### config.mk
export PLATFORM = sky130hd
export DESIGN_NAME = pc_sequencer
export DESIGN_NICKNAME = d
export VERILOG_FILES = /design/src/rtl/pc_sequencer.sv
export SDC_FILE = /design/constraint.sdc
export NUM_CORES = 1
export LEC_CHECK = 0
export ABC_AREA = 0
export CAP_MARGIN = 20
export CORE_UTILIZATION = 53
export CTS_BUF_LIST = sky130_fd_sc_hd__clkbuf_16
export CTS_CLUSTER_SIZE = 8
export DETAILED_ROUTE_END_ITERATION = 8
export PLACE_DENSITY = 0.85
export RECOVER_POWER = 25
export SLEW_MARGIN = 5
export SYNTH_ARGS = -nofsm -noshare
export SYNTH_HDL_FRONTEND = slang
export SYNTH_SLANG_ARGS = --single-unit
### constraint.sdc
create_clock -name clk -period 7.34 [get_ports clk]
set_clock_uncertainty 0.15 [all_clocks]
set_input_delay 1.835 -clock clk [delete_from_list [all_inputs] [get_ports clk]]
set_output_delay 1.835 -clock clk [all_outputs]
set_load 0.005 [all_outputs]
### src/rtl/pc_sequencer.sv
// Control sequencer for program_counter: one-hot PC select lines, link stack, halt/fault hold.
// Outputs are combinational from state and decoder strobes; stack and state update on clk.
module pc_sequencer #(
  parameter int STACK_DEPTH = 4,
  parameter int PC_W        = 10
) (
  input  logic            clk,
  input  logic            start,
  input  logic            dec_halt,
  input  logic            dec_call,
  input  logic            dec_ret,
  input  logic            dec_bz,
  input  logic            dec_bnz,
  input  logic            dec_jz,
  input  logic            dec_jnz,
  input  logic            dec_lj,
  input  logic [1:0]      dec_lj_sel,
  input  logic            zero,
  input  logic [PC_W-1:0] rp,
  input  logic [PC_W-1:0] npc,
  output logic            branch,
  output logic            bizr,
  output logic            bnzr,
  output logic            jizr,
  output logic            jnzr,
  output logic            jump2sub,
  output logic            retFsub,
  output logic            lj0,
  output logic            lj1,
  output logic            lj2,
  output logic            lj3,
  output logic [PC_W-1:0] rl,
  output logic            done,
  output logic            fault,
  output logic [3:0]      depth
);

  localparam int         IW   = (STACK_DEPTH > 1) ? $clog2(STACK_DEPTH) : 1;
  localparam logic [3:0] DMAX = 4'(STACK_DEPTH);

  typedef enum logic [1:0] {S_RST, S_RUN, S_HALT, S_FAULT} state_t;

  state_t          r_state;
  state_t          w_state_nxt;
  logic [PC_W-1:0] r_stack [STACK_DEPTH];
  logic [3:0]      r_depth;
  logic            w_push;
  logic            w_pop;
  logic [IW-1:0]   w_wr_idx;
  logic [IW-1:0]   w_rd_idx;

  assign w_wr_idx = IW'(r_depth);
  assign w_rd_idx = IW'(r_depth - 4'd1);
  assign depth    = start ? 4'd0 : r_depth;

  always_comb begin
    w_state_nxt = r_state;
    w_push      = 1'b0;
    w_pop       = 1'b0;
    branch      = 1'b0;
    bizr        = 1'b0;
    bnzr        = 1'b0;
    jizr        = 1'b0;
    jnzr        = 1'b0;
    jump2sub    = 1'b0;
    retFsub     = 1'b0;
    lj0         = 1'b0;
    lj1         = 1'b0;
    lj2         = 1'b0;
    lj3         = 1'b0;
    rl          = '0;
    done        = 1'b0;
    fault       = 1'b0;
    if (start) begin
      w_state_nxt = S_RST;
    end else begin
      unique case (r_state)
        S_RST: w_state_nxt = S_RUN;
        S_RUN: begin
          // Halt/fault detection cycles drive no select, so the PC steps to npc once.
          if (dec_halt) begin
            w_state_nxt = S_HALT;
          end else if (dec_ret) begin
            if (r_depth == 4'd0) begin
              w_state_nxt = S_FAULT;
            end else begin
              retFsub = 1'b1;
              rl      = r_stack[w_rd_idx];
              w_pop   = 1'b1;
            end
          end else if (dec_call) begin
            if (r_depth == DMAX) begin
              w_state_nxt = S_FAULT;
            end else begin
              jump2sub = 1'b1;
              w_push   = 1'b1;
            end
          end else if (dec_jz | dec_jnz | dec_bz | dec_bnz) begin
            // The first strobe in jz, jnz, bz, bnz order decides; a not-taken winner yields npc.
            if (dec_jz) begin
              jizr = zero;
            end else if (dec_jnz) begin
              jnzr = !zero;
            end else if (dec_bz) begin
              bizr = zero;
            end else begin
              bnzr = !zero;
            end
            branch = jizr | jnzr | bizr | bnzr;
          end else if (dec_lj) begin
            lj0 = (dec_lj_sel == 2'd0);
            lj1 = (dec_lj_sel == 2'd1);
            lj2 = (dec_lj_sel == 2'd2);
            lj3 = (dec_lj_sel == 2'd3);
          end
        end
        S_HALT: begin
          retFsub = 1'b1;
          rl      = rp;
          done    = 1'b1;
        end
        S_FAULT: begin
          retFsub = 1'b1;
          rl      = rp;
          fault   = 1'b1;
        end
        default: w_state_nxt = S_RST;
      endcase
    end
  end

  always_ff @(posedge clk) begin
    if (start) begin
      r_state <= S_RST;
      r_depth <= 4'd0;
      for (int i = 0; i < STACK_DEPTH; i++) begin
        r_stack[i] <= '0;
      end
    end else begin
      r_state <= w_state_nxt;
      if (w_push) begin
        r_stack[w_wr_idx] <= npc;
        r_depth           <= r_depth + 4'd1;
      end else if (w_pop) begin
        r_depth <= r_depth - 4'd1;
      end
    end
  end

endmodule
Yosys cells after proc, flatten, opt, wreduce, memory -nomap -nowiden. Memories as Yosys holds them, arrays and structs flattened. Cells that the tools add are included.

Flip-flop bits (word level): 6. Bits in writable memories: 40. Input bits: 33. Output and inout bits: 27. Logic and storage cells: 160. Memories: 1.

$add $sub $neg: 2. Equal/unequal tests: 10. Mux-type cells: 130. Bitwise gates (word level): 6. Reductions and logical operators: 9.

Memories: r_stack (words 4, bits a word 10, read ports 1, clocked after Yosys merged registers in 0, wr ports 4, RTL line 45) `logic [PC_W-1:0] r_stack [STACK_DEPTH];`.

Operators by type and width (number): two-way mux 1 bit (113); two-way mux 10 bit (5); case mux 10 bit (2 select lines) (1); two-way mux 2 bit (6); two-way mux 4 bit (3); != test 4 bit (second input constant) (3); OR reduction 10 bit (1); equality test 2 bit (second input constant) (4); bitwise OR 1 bit (6); adder 4 x 1 -> 4 bit (second input constant) (1); equality test 2 x 1 -> 1 bit (second input constant) (2); equality test 4 x 3 -> 1 bit (second input constant) (1); logical NOT 2 bit (2); logical NOT 4 bit (1); case mux 2 bit (2 select lines) (1); AND reduction 4 bit (1); nonzero test 2 bit (2); subtractor 4 x 1 -> 4 bit (second input constant) (1); case mux 1 bit (2 select lines) (1); OR reduction 2 bit (1); logical NOT 1 bit (1).

Logic depth before layout (Yosys ltp).
Depth in word-level cells: 18. Depth in mapped cells: 10.

Least setup slack after synthesis. No wires, ideal clock.

Path type: input port to output port. Start: in dec_halt. End: out rl[0]. Arrival time: 2721 ps. Required time: 5355 ps. Slack: 2634 ps. Cell stages on the path: 6. Path buffers: 2. Cells stage by stage: and4bb_2 > and2_4 > buf_6 > buf_2 > a22oi_1 > nor2_1.

Word-level cells in the longest chain between the ends: 3.

RTL lines: start: declaration (RTL line 9) `input logic dec_halt,`; two-way mux 10 bit (RTL line 81) `if (dec_halt) begin`; case mux 10 bit (2 select lines) (RTL line 77) `unique case (r_state)`; two-way mux 10 bit (RTL line 74) `if (start) begin`; end: declaration (RTL line 32) `output logic [PC_W-1:0] rl,`.

Every way passes these cells.

Worst setup path after layout.
Start: in dec_halt. End: out jump2sub.

Word-level cells in the longest chain between the ends: 3.

RTL lines: two-way mux 1 bit (RTL line 81); two-way mux 1 bit (RTL line 77); two-way mux 1 bit (RTL line 74); end: declaration (RTL line 26) `output logic jump2sub,`.

Every way passes these cells.

==> results.ini <==
[outcome]
status = finished, violations left
violations = DRC

[timing]
worst_slew_pin_slew_ns = 0.901
setup_violations = 0
rsz0062_at_grt = false
slew_violations = 0
finalCritPeriodShare = 0.843
min_period_ns = 6.19
fin_tns_setup_ns = 0
fmax_mhz = 162
hold_viol = 0
slew_headroom = 0.399
hold-worst-slack_ns = 0.414

[logic_synthesis]
synth-simple-area-share = 0.246
ys_ff_latch = 46
synth.distinct_cells = 37
avgSynthCellArea_um2 = 11.9
yosys.area.top_type = edfxtp_1
synth_compound_area_frac = 0.0764
synth_top_family_by_area = simple AND/OR/NAND/NOR gates
muxShareOfSynthArea = 0.0950
synth_fp_nets = 245
synth_top_area_share = 0.483
synth_xor_area_frac = 0
synth-adder-area-share = 0.0101
seq_area_frac_synth = 0.531
netlist_top_cells_area = edfxtp_1, and2_1, mux4_2, dfxtp_1, nor2_1
syn_area_um2 = 2490
yosysWarningCount = 0
netlist_instances = 210

[global_route]
overflow = 0
grt_max_degree = 19
antenna_found_initial = 0
grt_pass1_vias = 1689
grt.total_usage = 0.230
grt_pass1_wl_um = 8430

[die]
initial_utilization = 0.560
rows = 24
fp.dieW_um = 70.5
dieArea_um2 = 4970
io_pins = 60
die_height_um = 70.5
core_area_um2 = 4440

[setup_path]
r2r_start = r_depth[0]
worstPathCellList = dlygate4sd3_1 -> nor4b_1 -> and4b_1 -> clkdlybuf4s50_1
critical_path_class = in2out
crit_family = buffers and inverters
cp-start-kind = input port
crit_path_top_delay_cell = and4b_1
worstPathMaxFanout = 14
ff2ff_path_depth = 6
worst-path-buf-inv = 2
worstPathRequired_ns = 5.36
end_kind = primary output
arrival_ns = 4.20
timing.rr.end = r_stack[0][8]
r2r_slack_ns = 3.93
crit_path_max_incr_delay_ns = 0.60

[cts]
cts_resized = 0
tritoncts = yes
clkLatencyLatePin_ns = 0.28
path_clk_slew_ns = 0.06
cts_sinks = 46
cts_root_buffer = clkbuf_16
clk_path_buf_depth = 2
cts_setup_buffers = 0
htreeDepth = 2
numCtsBuffers = 5
hold_buffers = 0

[power_and_ir_drop]
ir_drop_v = 0.000146
power.total_uw = 574
power_density_nw_per_um2 = 180
leakagePower_uw = 0.00114

[finish]
fillers = 324
n_antenna_cell = 0
layout_commonest_cell = clkdlybuf4s50_1
drive_gt1_frac = 0.0837
post-route-util = 0.718
area_growth_pct = 28.3
final_cells = 315
layout_common_cells = clkdlybuf4s50_1, edfxtp_1, and2_1
fin_nets = 297

[routing]
ant_nets = 0
firstDrtPassIters = 6
drtIter0Drc = 118
wl_um = 5170
drc = 16
vias = 1822
wl_per_cell_um = 16.4
routed_via_density = 5.78

[placed_design]
placed_cells = 306
dp_hpwl_um = 3580
place_congestion = 0.780
port-buffer-count = 59

[min_path]
hold_start = r_state[0]
whs_path_depth = 1
hold_end = r_state[0]
hold_class = reg2reg

[flow_run]
maxCapViolations = 0

==> cells in the mapped netlist <==
library cell,count
nand3_1,4
a311oi_1,1
o21a_1,2
nor3b_1,2
or2_2,2
and3_1,7
a31o_2,2
nand2_1,6
a31oi_1,2
and4bb_2,1
and4b_1,1
nor4b_4,1
a22oi_1,11
nor2b_1,3
ha_1,2
clkbuf_2,1
and3b_1,3
o21bai_1,2
buf_2,7
o21ai_0,3
a21oi_1,3
nor4_1,1
mux4_2,10
a211o_1,1
clkbuf_1,5
buf_6,2
nor2_1,23
and2_1,40
or3b_4,1
dfxtp_1,6
mux2_1,1
nand3b_1,2
nor3_1,4
and4_1,1
edfxtp_1,40
inv_1,6
and2_4,1
==> worst max-delay path by stage <==
stage | start | endpoint | slack [ns] | cells after the start
3_5_place_dp | start | lj2 | 1.50 | 6
6_report | dec_halt | jump2sub | 1.15 | 4
3_3_place_gp | start | lj2 | 1.53 | 6
4_1_cts | start | lj2 | 1.47 | 6
5_1_grt | dec_halt | jump2sub | 0.96 | 4
2_1_floorplan | dec_halt | rl[0] | 2.63 | 6
==> sequential cells by signal (all words and copies together), names as in the netlist <==
name / cells
r_depth: 4
r_state: 2
r_stack: 40
==> final cells by class <==
class | count | area [um2] | area share
Clock buffer | 5 | 125 | 0.0392
Clock inverter | 3 | 16.3 | 0.00509
Inverter | 6 | 22.5 | 0.00705
Multi-Input combinational cell | 143 | 1050 | 0.328
Sequential cell | 46 | 1320 | 0.414
Tap cell | 52 | 65.1 | 0.0204
Timing Repair Buffer | 60 | 594 | 0.186
==> cells by family (layout without fill, tap and decap cells) <==
| group | after synthesis | count (layout) |
|---|---|---|
| fa+ha+maj | 2 | 2 |
| flops | 46 | 46 |
| buf+inv | 21 | 74 |
| compound gates | 27 | 27 |
| mux | 11 | 11 |
| simple gates | 103 | 103 |
==> through the flow <==
stage / area [um2] / worst slack, ns
3_3_place_gp: 3060 / 1.53
6_report: 3190 / 1.15
4_1_cts: 3200 / 1.47
5_1_grt: 3190 / 0.961
3_5_place_dp: 3060 / 1.50
2_1_floorplan: 2490 / 2.63
==> report_power, final <==
part	switching (uW)	internal [uW]
logic	26.1	35.2
registers	8.14	293
clock network	87.5	124
==> metal layers <==
metal | track usage | routed length [um] | vias to the layer above
met4 | 0.0862 | 32 | 0
met5 | 0 | 0 | -
li1 | - | - | 872
met3 | 0.0606 | 358 | 2
met2 | 0.378 | 2640 | 62
met1 | 0.296 | 2140 | 886
No activity file was read; power rests on OpenSTA's default activity.
